**src/rtl/weight_loader_pkg.sv**
```systemverilog
// Shared types, default geometry and helpers for the weight buffer loader.
package weight_loader_pkg;

    typedef enum logic [2:0] {
        ST_IDLE,
        ST_CMD,
        ST_STREAM,
        ST_DRAIN,
        ST_FIN
    } state_t;

    localparam int unsigned DEF_DATA_LEN   = 64;
    localparam int unsigned DEF_DDR_WIDTH  = 256;
    localparam int unsigned DEF_BUFFER_NUM = 32;
    localparam int unsigned LANES          = DEF_DDR_WIDTH / DEF_DATA_LEN;
    localparam int unsigned GROUPS         = DEF_BUFFER_NUM / LANES;

    function automatic int unsigned clog2(input int unsigned value);
        int unsigned r;
        int unsigned v;
        r = 0;
        v = (value > 0) ? value - 1 : 0;
        while (v > 0) begin
            r = r + 1;
            v = v >> 1;
        end
        return r;
    endfunction

endpackage

```
**src/rtl/weight_buffer_loader_addr_gen.sv**
```systemverilog
// Write address / bank-group sequencer: k (inner), w, g (outer) counters,
// incremental buffer address and the one-hot group write-enable mask.
module weight_addr_gen
    import weight_loader_pkg::*;
#(
    parameter int unsigned ADDR_LEN   = 16,
    parameter int unsigned SINGLE_LEN = 24,
    parameter int unsigned KW_LEN     = 5,
    parameter int unsigned BUFFER_NUM = 32,
    parameter int unsigned LANES      = 4
) (
    input  logic                  clk,
    input  logic                  rst,
    input  logic                  load,
    input  logic [ADDR_LEN-1:0]   st_addr,
    input  logic [SINGLE_LEN-1:0] weight_num,
    input  logic [KW_LEN-1:0]     kernel_words,
    input  logic                  step,
    output logic [ADDR_LEN-1:0]   addr,
    output logic [BUFFER_NUM-1:0] wea_c
);

    localparam int unsigned N_GROUPS = BUFFER_NUM / LANES;
    localparam int unsigned G_W      = (clog2(N_GROUPS) == 0) ? 1 : clog2(N_GROUPS);

    logic [ADDR_LEN-1:0]   st_q;
    logic [SINGLE_LEN-1:0] wn_q;
    logic [SINGLE_LEN-1:0] w_q;
    logic [KW_LEN-1:0]     kw_q;
    logic [KW_LEN-1:0]     k_q;
    logic [G_W-1:0]        g_q;
    logic                  k_last;
    logic                  w_last;

    assign k_last = (k_q == kw_q - KW_LEN'(1));
    assign w_last = (w_q == wn_q - SINGLE_LEN'(1));

    // Address only ever adds one or reloads the start, so no multiplier is needed.
    always_ff @(posedge clk or posedge rst) begin
        if (rst) begin
            st_q <= '0;
            wn_q <= '0;
            kw_q <= '0;
            k_q  <= '0;
            w_q  <= '0;
            g_q  <= '0;
            addr <= '0;
        end else if (load) begin
            st_q <= st_addr;
            wn_q <= weight_num;
            kw_q <= kernel_words;
            k_q  <= '0;
            w_q  <= '0;
            g_q  <= '0;
            addr <= st_addr;
        end else if (step) begin
            if (!k_last) begin
                k_q  <= k_q + KW_LEN'(1);
                addr <= addr + ADDR_LEN'(1);
            end else if (!w_last) begin
                k_q  <= '0;
                w_q  <= w_q + SINGLE_LEN'(1);
                addr <= addr + ADDR_LEN'(1);
            end else begin
                k_q  <= '0;
                w_q  <= '0;
                g_q  <= g_q + G_W'(1);
                addr <= st_q;
            end
        end
    end

    always_comb begin
        wea_c = '0;
        for (int i = 0; i < int'(BUFFER_NUM); i++) begin
            wea_c[i] = (G_W'(i / int'(LANES)) == g_q);
        end
    end

endmodule

```
**src/rtl/weight_buffer_loader.sv**
```systemverilog
// Streams one layer of weights from the DDR read FIFO into the banked weight buffer.
// Optional WEIGHT_LOADER_PINGPONG_EN: alternate buffer halves per load via bank_sel.
module weight_buffer_loader
    import weight_loader_pkg::*;
#(
    parameter int unsigned DATA_LEN     = DEF_DATA_LEN,
    parameter int unsigned DDR_WIDTH    = DEF_DDR_WIDTH,
    parameter int unsigned BUFFER_NUM   = DEF_BUFFER_NUM,
    parameter int unsigned ADDR_LEN     = 16,
    parameter int unsigned DDR_ADDR_LEN = 32,
    parameter int unsigned SINGLE_LEN   = 24,
    parameter int unsigned KW_LEN       = 5
) (
    input  logic                    clk,
    input  logic                    rst,
    input  logic                    conf,
    input  logic [SINGLE_LEN-1:0]   weight_num,
    input  logic [KW_LEN-1:0]       kernel_words,
    input  logic [DDR_ADDR_LEN-1:0] ddr_st_addr,
    input  logic [ADDR_LEN-1:0]     wb_st_addr,
    output logic [DDR_ADDR_LEN-1:0] ddr_st_addr_out,
    output logic [SINGLE_LEN-1:0]   ddr_len,
    output logic                    ddr_conf,
    input  logic                    ddr_fifo_empty,
    output logic                    ddr_fifo_req,
    input  logic [DDR_WIDTH-1:0]    ddr_fifo_data,
    output logic [ADDR_LEN-1:0]     wb_addr,
    output logic [DDR_WIDTH-1:0]    wb_data,
    output logic [BUFFER_NUM-1:0]   wb_wea,
    output logic                    done,
`ifdef WEIGHT_LOADER_PINGPONG_EN
    output logic                    bank_sel,
`endif
    output logic                    idle
);

    localparam int unsigned N_LANES  = DDR_WIDTH / DATA_LEN;
    localparam int unsigned N_GROUPS = BUFFER_NUM / N_LANES;
    localparam int unsigned TB_W     = SINGLE_LEN + KW_LEN + clog2(N_GROUPS) + 1;

    state_t              state_q;
    state_t              state_d;
    logic                load_c;
    logic                req_c;
    logic                pend_q;
    logic [TB_W-1:0]     total_c;
    logic [TB_W-1:0]     total_q;
    logic [TB_W-1:0]     issued_q;
    logic [SINGLE_LEN-1:0] ddr_len_c;
    logic [ADDR_LEN-1:0]   gen_addr;
    logic [BUFFER_NUM-1:0] gen_wea;

    assign total_c   = TB_W'(weight_num) * TB_W'(kernel_words) * TB_W'(N_GROUPS);
    assign ddr_len_c = SINGLE_LEN'(total_c * TB_W'(DDR_WIDTH / 8));
    assign ddr_fifo_req = req_c;

    // An empty load still passes through DRAIN so done keeps a fixed latency.
    always_comb begin
        state_d = state_q;
        load_c  = 1'b0;
        req_c   = 1'b0;
        case (state_q)
            ST_IDLE: begin
                if (conf) begin
                    load_c  = 1'b1;
                    state_d = (total_c == '0) ? ST_DRAIN : ST_CMD;
                end
            end
            ST_CMD: state_d = ST_STREAM;
            ST_STREAM: begin
                req_c = !ddr_fifo_empty && (issued_q < total_q);
                if (req_c && (issued_q == total_q - TB_W'(1))) begin
                    state_d = ST_DRAIN;
                end
            end
            ST_DRAIN: state_d = ST_FIN;
            ST_FIN:   state_d = ST_IDLE;
            default:  state_d = ST_IDLE;
        endcase
    end

    always_ff @(posedge clk or posedge rst) begin
        if (rst) begin
            state_q         <= ST_IDLE;
            total_q         <= '0;
            issued_q        <= '0;
            pend_q          <= 1'b0;
            ddr_st_addr_out <= '0;
            ddr_len         <= '0;
            ddr_conf        <= 1'b0;
            wb_addr         <= '0;
            wb_data         <= '0;
            wb_wea          <= '0;
            done            <= 1'b0;
            idle            <= 1'b1;
`ifdef WEIGHT_LOADER_PINGPONG_EN
            bank_sel        <= 1'b0;
`endif
        end else begin
            state_q  <= state_d;
            ddr_conf <= (state_d == ST_CMD);
            done     <= (state_d == ST_FIN);
            idle     <= (state_d == ST_IDLE);
            if (load_c) begin
                total_q         <= total_c;
                issued_q        <= '0;
                ddr_len         <= ddr_len_c;
                ddr_st_addr_out <= ddr_st_addr;
            end else if (req_c) begin
                issued_q <= issued_q + TB_W'(1);
            end
            // Data lands one cycle after the accepted request; write it the cycle after.
            pend_q <= req_c;
            wb_wea <= pend_q ? gen_wea : '0;
            if (pend_q) begin
                wb_data <= ddr_fifo_data;
`ifdef WEIGHT_LOADER_PINGPONG_EN
                wb_addr <= {bank_sel, gen_addr[ADDR_LEN-2:0]};
`else
                wb_addr <= gen_addr;
`endif
            end
`ifdef WEIGHT_LOADER_PINGPONG_EN
            if (state_q == ST_DRAIN) begin
                bank_sel <= ~bank_sel;
            end
`endif
        end
    end

    weight_addr_gen #(
        .ADDR_LEN   (ADDR_LEN),
        .SINGLE_LEN (SINGLE_LEN),
        .KW_LEN     (KW_LEN),
        .BUFFER_NUM (BUFFER_NUM),
        .LANES      (N_LANES)
    ) u_addr_gen (
        .clk          (clk),
        .rst          (rst),
        .load         (load_c),
        .st_addr      (wb_st_addr),
        .weight_num   (weight_num),
        .kernel_words (kernel_words),
        .step         (pend_q),
        .addr         (gen_addr),
        .wea_c        (gen_wea)
    );

endmodule

```
**config.mk**
```make
export PLATFORM = sky130hd
export DESIGN_NAME = weight_buffer_loader
export DESIGN_NICKNAME = d
export VERILOG_FILES = /design/src/rtl/weight_loader_pkg.sv /design/src/rtl/weight_buffer_loader_addr_gen.sv /design/src/rtl/weight_buffer_loader.sv
export SDC_FILE = /design/constraint.sdc
export NUM_CORES = 1
export LEC_CHECK = 0
export CORE_AREA = 2 2 276 278
export DETAILED_ROUTE_END_ITERATION = 10
export DIE_AREA = 0 0 278 280
export SLEW_MARGIN = 20
export SYNTH_ARGS = -nofsm -noshare
export SYNTH_HDL_FRONTEND = slang
export SYNTH_SLANG_ARGS = --single-unit
```
**constraint.sdc**
```tcl
create_clock -name clk -period 24 [get_ports clk]
set_clock_uncertainty 0.1 [all_clocks]
set_input_delay 4.8 -clock clk [delete_from_list [all_inputs] [get_ports clk]]
set_output_delay 4.8 -clock clk [all_outputs]
set_load 0.005 [all_outputs]
```
Word level (Yosys, flattened, before mapping)
Cells that the tools add are included.
Widths: inputs -> output; s select.

storage, ports and cells
  bits in registers = 514
  bits of input ports = 337
  output and inout port bits = 364
  logic and storage cells = 82

cells by class
  $add $sub $neg = 8
  $mul = 1
  order comparisons = 1
  eq/ne operators = 15
  mux-type cells = 25
  reduce and logical (&&, ||, !) cells = 13

operators with widths
  operator               number
  $mux 24                4
  $mux 33                2
  $mux 16                4
  $add 33x1->33 const B  1
  $eq 33x33->1           1
  $logic_not 33->1       1
  $lt 33x32->1           1
  $sub 32x1->33 const B  1
  $mux 32                1
  $mul 24x5->29          1
  $add 24x1->24 const B  1
  $eq 24x24->1           1
  $sub 24x1->24 const B  1
  $mux 3                 6
  $add 16x1->16 const B  1
  $mux 5                 3
  $eq 3x3->1 const A     4
  $pmux 3 s4             1
  $logic_not 3->1        3
  $reduce_bool 2->1      4
  $eq 2x3->1 const A     2
  $eq 3x1->1 const B     2
  $eq 3x2->1 const B     2
  $add 5x1->5 const B    1
  11 further kinds       14

Depth between registers and ports, before layout
Gate-level depths: netlist of the first run.

  depth in word-level cells = 6
  depth in mapped cells = 19
  mapped depth without buffers = 17

Modules after synthesis
A second synthesis of the first run with hierarchy kept.

second synthesis, totals
  cells, all modules = 2479
  area, all modules = 27153.5 sq um

modules (own cells, without submodules)
  module                instances  cells each  area an instance (sq um)  sequential area each (sq um)
  weight_buffer_loader  1          1839        21220.4                   10136.0
  weight_addr_gen       1          640         5933.2                    2327.2

Worst setup path before layout of the first run
No wires, ideal clock.

  path kind = input -> output
  start = input ddr_fifo_empty
  end = output ddr_fifo_req
  data arrival time = 5.924 ns
  required time = 19.100 ns
  slack = 13.176 ns
  cell stages on the path = 5
  path buffers = 1
  cell sequence = nor4b_1 o2111ai_1 or2_2 clkbuf_1 inv_1

on the way
  word-level cells in the longest chain between the ends = 3

ends and longest elaborated chain
  what                line                        RTL
  start: declaration  weight_buffer_loader.sv:24  input logic ddr_fifo_empty,
  $logic_not 1->1     weight_buffer_loader.sv:71  req_c = !ddr_fifo_empty && (issued_q < total_q);
  $logic_and 1x1->1   weight_buffer_loader.sv:71
  $mux 1              weight_buffer_loader.sv:62  case (state_q)
  end: declaration    weight_buffer_loader.sv:25  output logic ddr_fifo_req,

No other way between the ends.

Final worst setup path of the first run
Same ends and word-level chain as after synthesis.

==> flow_metrics.py, run 1 <==
metrics = {
    "timing": {
        "rsz0062_at_grt": "false",
        "hold_viol_final": 0,
        "finalSetupTns_ns": 0,
        "tightest_slew_ns": 1.056,
        "min_period_ns": 12.06,
        "slew_viol_final": 0,
        "whs_ns": 0.3711,
        "slew_headroom_pct": 29.60,
        "fin_crit_sh_pct": 50.25,
        "setup_viol": 0,
        "max_freq_mhz": 82.92,
    },
    "pwr": {
        "ir_drop_mv": 0.06379,
        "powerDensity_mw_per_mm2": 120.0,
        "switching_share_pct": 36.64,
        "p_leak_nw": 15.29,
        "combPwrFrac_pct": 44.5,
        "p_total_mw": 4.213,
        "switchingPower_mw": 1.544,
        "clkPwrFrac_pct": 20.9,
        "seqPwrFrac_pct": 34.7,
        "power.internal_mw": 2.669,
    },
    "routing": {
        "wl_um": 91750,
        "drc": 0,
        "num_vias": 20361,
        "drt_iter0_drc": 1143,
        "drtPass1Iterations": 5,
        "postRouteAntennaNets": 0,
        "viasPerCell": 5.041,
        "wl_per_cell_um": 22.72,
    },
    "finish": {
        "regArea_mm2": 0.01187,
        "fill_cells": 6866,
        "multi_input_area_mm2": 0.01255,
        "fin_nets": 3495,
        "syn_to_final_growth_pct": 37.11,
        "stdcell_area_mm2": 0.03510,
        "final_layout_size_suffix_gt1_share_pct": 13.44,
    },
    "critical_path": {
        "worstPathCellList": "clkdlybuf4s50_1, nor4b_1, o2111ai_1, or2_2, inv_1, clkdlybuf4s50_1",
        "cp_common_cell": "clkdlybuf4s50_1",
        "critPathMaxFanout": 12,
        "critPathTopFamily": "buffers and inverters",
        "worst_setup_path_start_kind": "input pin",
        "cp.arrival_ns": 7.16,
        "critical_path_class": "in -> out",
        "end_kind": "output port",
        "path_buf_inv": 3,
        "rrSetupSlack_ns": 19.37,
        "required_ns": 19.10,
        "critPathSlowestCell": "clkdlybuf4s50_1",
        "slowest_delay_ns": 0.56,
    },
    "clock_tree": {
        "cts_resized": 0,
        "cts_tree": "yes",
        "hold_buffers": 0,
        "clock_latency_ns": 0.62,
        "htreeDepth": 2,
        "cts_made_buffers": 56,
        "clkTransAtPathRegs_ns": 0.06,
        "post_cts_buffers": 0,
        "clockBufferDepth": 3,
        "clkSinkCount": 474,
        "cts_root_buf": "clkbuf_16",
    },
    "global_route": {
        "grt_usage_pct": 22.94,
        "grt_pass1_vias": 20956,
        "grt_overflow": 0,
        "antenna_found_initial": 7,
        "grt_pass1_wl_um": 135400,
        "grt_start_max_net_pins": 146,
    },
    "floorplan": {
        "die_h_um": 280,
        "fp.dieW_um": 278,
        "ios": 701,
        "core_area_mm2": 0.07519,
        "die-area_mm2": 0.07784,
        "placementRows": 101,
        "initial_core_util_pct": 34.05,
    },
    "yosys": {
        "synth.yosys.seq_area_share_pct": 46.33,
        "synth_seq_cells": 474,
        "netlist_area_mm2": 0.02560,
        "synth.distinct_cells": 79,
        "ys.warnings.count": 0,
        "async_flop_share_pct": 100.0,
        "synth.top_cell.area_share_pct": 46.23,
        "avgSynthCellArea_um2": 10.71,
        "synth_cells": 2391,
        "yosys-top-cells-area": "dfrtp_1, mux2_2, fa_1",
        "synth_edf_count": 0,
        "yosys.area.top_type": "dfrtp_1",
        "synth_flop_cell": "dfrtp_1",
    },
    "place": {
        "gp_congestion": 0.9002,
        "place_hpwl_um": 72220,
        "dpl_cell_area_mm2": 0.03315,
        "io_buffers": 692,
    },
    "min_path": {
        "hold_class": "reg -> reg",
    },
    "flow_run": {
        "maxCapViolCount": 0,
    },
    "run_status": {
        "status": "completed",
    },
}
## placed cells by master, fill, tap and decap left out, types with 8 or more instances in the layout
cell	instances
o31ai_1	12
clkdlybuf4s50_1	692
nor4b_1	9
nand2b_1	13
buf_4	13
fa_1	66
mux2i_1	16
nor3_1	27
clkbuf_8	15
clkbuf_16	56
a31oi_1	11
xnor2_1	76
xor2_1	76
mux2_2	271
nor3b_1	12
conb_1	8
clkinv_2	10
dfrtp_1	472
ha_1	79
nor2_1	114
and3_1	35
and2_1	100
nor2b_1	11
nor4_1	26
a21o_1	16
o211ai_1	8
inv_1	122
a21oi_1	46
nand3_1	47
or3_1	8
a211oi_1	8
nand4_1	38
o21ai_0	70
nand2_1	348
## cells by family (layout without fill, tap and decap cells)
kind of cell / after synthesis / count (layout) / synth area share (%)
AND/OR/NAND/NOR: 818 / 818 / 15.57
multiplexers: 288 / 288 / 12.60
adder cells (fa/ha/maj): 145 / 145 / 9.021
buffers and inverters: 273 / 934 / 4.853
AO/OA/AOI/OAI: 240 / 240 / 6.402
other: 1 / 10 / 0.01465
XOR/XNOR: 152 / 152 / 5.200
flip-flops: 474 / 474 / 46.33
## power by group through the flow
| stage | Combinational [mW] | Sequential [mW] | Clock [mW] |
|---|---|---|---|
| 2_1_floorplan | 0.942 | 1.37 | 0 |
| 3_3_place_gp | 1.85 | 1.45 | 0 |
| 3_5_place_dp | 1.88 | 1.46 | 0 |
| 4_1_cts | 1.89 | 1.46 | 0.903 |
| 5_1_grt | 2.04 | 1.50 | 0.933 |
| 6_report | 1.87 | 1.46 | 0.880 |
## state kept, by name (all words and copies together) (netlist names), 5 cells and up
register and count:
u_addr_gen.w_q 24, u_addr_gen.wn_q 24, wb_wea 8, wb_data 256
issued_q 33, u_addr_gen.st_q 16, u_addr_gen.kw_q 5, wb_addr 16
ddr_st_addr_out 32, total_q 29, u_addr_gen.k_q 5, u_addr_gen.addr 16
## metrics by stage
step	instances	utilization, %	setup WS (ns)
finish	4039	46.69	11.94
global route	4039	46.69	11.81
floorplan	2398	-	5.879
global placement	3933	44.08	12.18
detailed placement	3933	44.08	12.05
CTS	4037	46.67	12.04
## final timing paths
kind	startpoint	end	depth (start not counted)
min in group asynchronous	rst	wb_data[19]	2
min	u_addr_gen.st_q[14]	u_addr_gen.st_q[14]	2
max	ddr_fifo_empty	ddr_fifo_req	6
min reg2reg	u_addr_gen.st_q[14]	u_addr_gen.st_q[14]	2
max reg2reg	u_addr_gen.wn_q[0]	u_addr_gen.addr[10]	10
max in group asynchronous	rst	pend_q	4
## layer usage
layer | routed length, um | vias to the layer above | global-route usage (%)
met5 | 17 | - | 0
met4 | 2184 | 2 | 5.752
met3 | 7978 | 103 | 7.827
met2 | 44520 | 680 | 38.80
met1 | 37050 | 10217 | 28.01
li1 | - | 9359 | -
## worst register-to-register path, stage by stage (launching register included)
cell and delay (ns):
dfrtp_1 0.44, nor4_2 0.70, nand4b_1 0.49, or4_1 0.60, a22oi_1 0.17, nand4_1 0.19
a2111oi_4 0.35, nor3b_4 0.73, buf_4 0.38, o221ai_2 0.15, o31ai_2 0.26
## synthesized netlist by cell type, drive strengths merged (9+ instances only)
| cell type | count |
|---|---|
| o31ai | 18 |
| xor2 | 76 |
| nand4 | 38 |
| nor3 | 28 |
| nand2 | 349 |
| a21o | 16 |
| mux2i | 16 |
| ha | 79 |
| nand2b | 13 |
| nand3 | 47 |
| nor4b | 9 |
| nor2b | 11 |
| nor2 | 114 |
| xnor2 | 76 |
| clkbuf | 88 |
| and2 | 101 |
| buf | 61 |
| a21oi | 46 |
| mux2 | 272 |
| a31oi | 11 |
| fa | 66 |
| nor3b | 13 |
| and3 | 35 |
| inv | 123 |
| o21ai | 72 |
| nor4 | 29 |
| dfrtp | 473 |
## layout make-up
| cell class | instances | area share, % |
|---|---|---|
| Clock inverter | 26 | 0.8875 |
| Clock buffer | 78 | 4.655 |
| Sequential cell | 474 | 33.80 |
| Antenna cell | 2 | 0.01426 |
| Inverter | 124 | 1.347 |
| Tap cell | 978 | 3.486 |
| Timing Repair Buffer | 706 | 20.07 |
| Multi-Input combinational cell | 1651 | 35.74 |
Power figures use the tool's default switching activity.
==> run 2: changes to the inputs <==
- clock period: 24 -> 11.8 ns (I/O delays scaled with it)
==> flow_metrics.py, run 2 (synthesis results as in run 1) <==
metrics = {
    "run_status": {
        "status": "completed",
    },
    "critical_path": {
        "end_kind": "flop",
        "worst_setup_path_start_kind": "input pin",
        "critPathMaxFanout": 25,
        "required_ns": 12.15,
        "cp.arrival_ns": 8.05,
        "critical_path_class": "in -> reg",
    },
    "timing": {
        "slew_viol_final": 0,
        "min_period_ns": 7.700,
        "tightest_slew_ns": 1.019,
        "setup_slack_ns": 4.100,
        "whs_ns": 0.3708,
        "slew_headroom_pct": 32.08,
        "rsz0062_at_grt": "false",
        "setup_viol": 0,
        "finalSetupTns_ns": 0,
        "fin_crit_sh_pct": 65.25,
        "max_freq_mhz": 129.9,
        "hold_viol_final": 0,
    },
    "clock_tree": {
        "clkSinkCount": 474,
        "post_cts_buffers": 0,
        "htreeDepth": 2,
        "cts_made_buffers": 56,
        "clockBufferDepth": 3,
        "cts_resized": 0,
        "clkTransAtPathRegs_ns": 0.06,
        "hold_buffers": 0,
        "cts_root_buf": "clkbuf_16",
        "cts_tree": "yes",
        "clock_latency_ns": 0.64,
    },
    "place": {
        "dp.cells": 3933,
        "gp_congestion": 0.9347,
        "place_hpwl_um": 74690,
        "io_buffers": 692,
        "pre_cts_ws_ns": 3.417,
        "dpl_cell_area_mm2": 0.03316,
    },
    "floorplan": {
        "die-area_mm2": 0.07784,
        "core_area_mm2": 0.07519,
        "placementRows": 101,
        "initial_core_util_pct": 34.05,
        "die_h_um": 280,
        "ios": 701,
        "fp.dieW_um": 278,
    },
    "finish": {
        "reg.largest.list": "wb_data x256, issued_q x33, ddr_st_addr_out x32",
        "regArea_mm2": 0.01187,
        "final_layout_size_suffix_gt1_share_pct": 13.47,
        "finalNonFillerCells": 4042,
        "final_common_cell": "clkdlybuf4s50_1",
        "syn_to_final_growth_pct": 37.32,
        "fin_nets": 3496,
        "largest_reg_flops": 256,
        "final_cell_mix": "clkdlybuf4s50_1, dfrtp_1, nand2_1, mux2_2, inv_1",
        "fin_util_pct": 46.76,
        "multi_input_area_mm2": 0.01255,
        "stdcell_area_mm2": 0.03516,
        "top_register": "wb_data",
        "fill_cells": 6914,
    },
    "flow_run": {
        "maxCapViolCount": 0,
    },
    "routing": {
        "drt_iter0_drc": 1150,
        "drc": 0,
        "wl_um": 94850,
        "drtPass1Iterations": 7,
        "wl_per_cell_um": 23.47,
        "postRouteAntennaNets": 0,
        "num_vias": 20359,
        "viasPerCell": 5.037,
    },
    "global_route": {
        "grt_pass1_wl_um": 139300,
        "antenna_found_initial": 13,
        "grt_overflow": 0,
        "grt_start_max_net_pins": 140,
        "grt_pass1_vias": 21009,
        "grt_usage_pct": 23.75,
    },
    "pwr": {
        "p_leak_nw": 15.33,
        "p_total_mw": 8.646,
        "powerDensity_mw_per_mm2": 245.9,
        "ir_drop_mv": 0.2089,
    },
    "min_path": {
        "hold_class": "reg -> reg",
    },
}
==> run 2: cell count changes in the layout (fill, tap and decap cells not counted), moves of 2 or more <==
cell / before / now
inv_16: 0 / 2
clkinv_2: 10 / 16
bufinv_16: 3 / 7
clkbuf_1: 7 / 5
clkinv_16: 3 / 1
clkinvlp_4: 5 / 2
buf_12: 1 / 3
diode_2: 2 / 6
clkbuf_8: 15 / 10
==> run 2: worst max-delay path, cell delays in order <==
cell and delay, ns:
clkdlybuf4s50_1 0.87, and2_1 0.38, fa_1 0.51, fa_1 0.55, inv_1 0.05, fa_1 0.53, inv_1 0.04, ha_1 0.36
a21o_1 0.20, a221oi_1 0.67, xnor2_1 0.21, nand3_1 0.09, nor4b_1 0.40, nand4_1 0.14, nor4_1 0.51, a31oi_1 0.17
==> run 2: final cells by class <==
type                    instances  share of cell area, %
clock buffers                  71                  4.431
diodes                          6                0.04271
flip-flops and latches        474                  33.75
well taps                     978                  3.481
inverters                     124                  1.335
repair buffers                707                  20.13
multi-input cells            1651                  35.68
clock inverters                31                  1.146
==> run 2: layer usage <==
metal  GRT usage (%)  wire length [um]  vias to the layer above
li1                -                 -                     9354
met1           27.98             36890                    10153
met2           40.81             46610                      724
met3           8.352              8592                      128
met4           6.819              2768                        0
met5               0                 0                        -
==> run 2: final timing paths <==
path                                     from                   to  slack [ns]  cells after the start
setup / recovery              kernel_words[4]             ddr_conf        4.10                     16
hold / removal             u_addr_gen.st_q[4]   u_addr_gen.st_q[4]        0.37                      2
setup reg to reg           u_addr_gen.wn_q[0]   u_addr_gen.w_q[21]        7.36                      9
hold reg to reg            u_addr_gen.st_q[4]   u_addr_gen.st_q[4]        0.37                      2
max in group asynchronous                 rst  ddr_st_addr_out[19]        7.34                      4
min in group asynchronous                 rst          wb_data[14]        2.10                      2
==> run 2: where the power goes <==
| group | switching [mW] | internal (mW) |
|---|---|---|
| logic | 1.79 | 2.07 |
| clock network | 0.753 | 1.09 |
| registers | 0.616 | 2.32 |
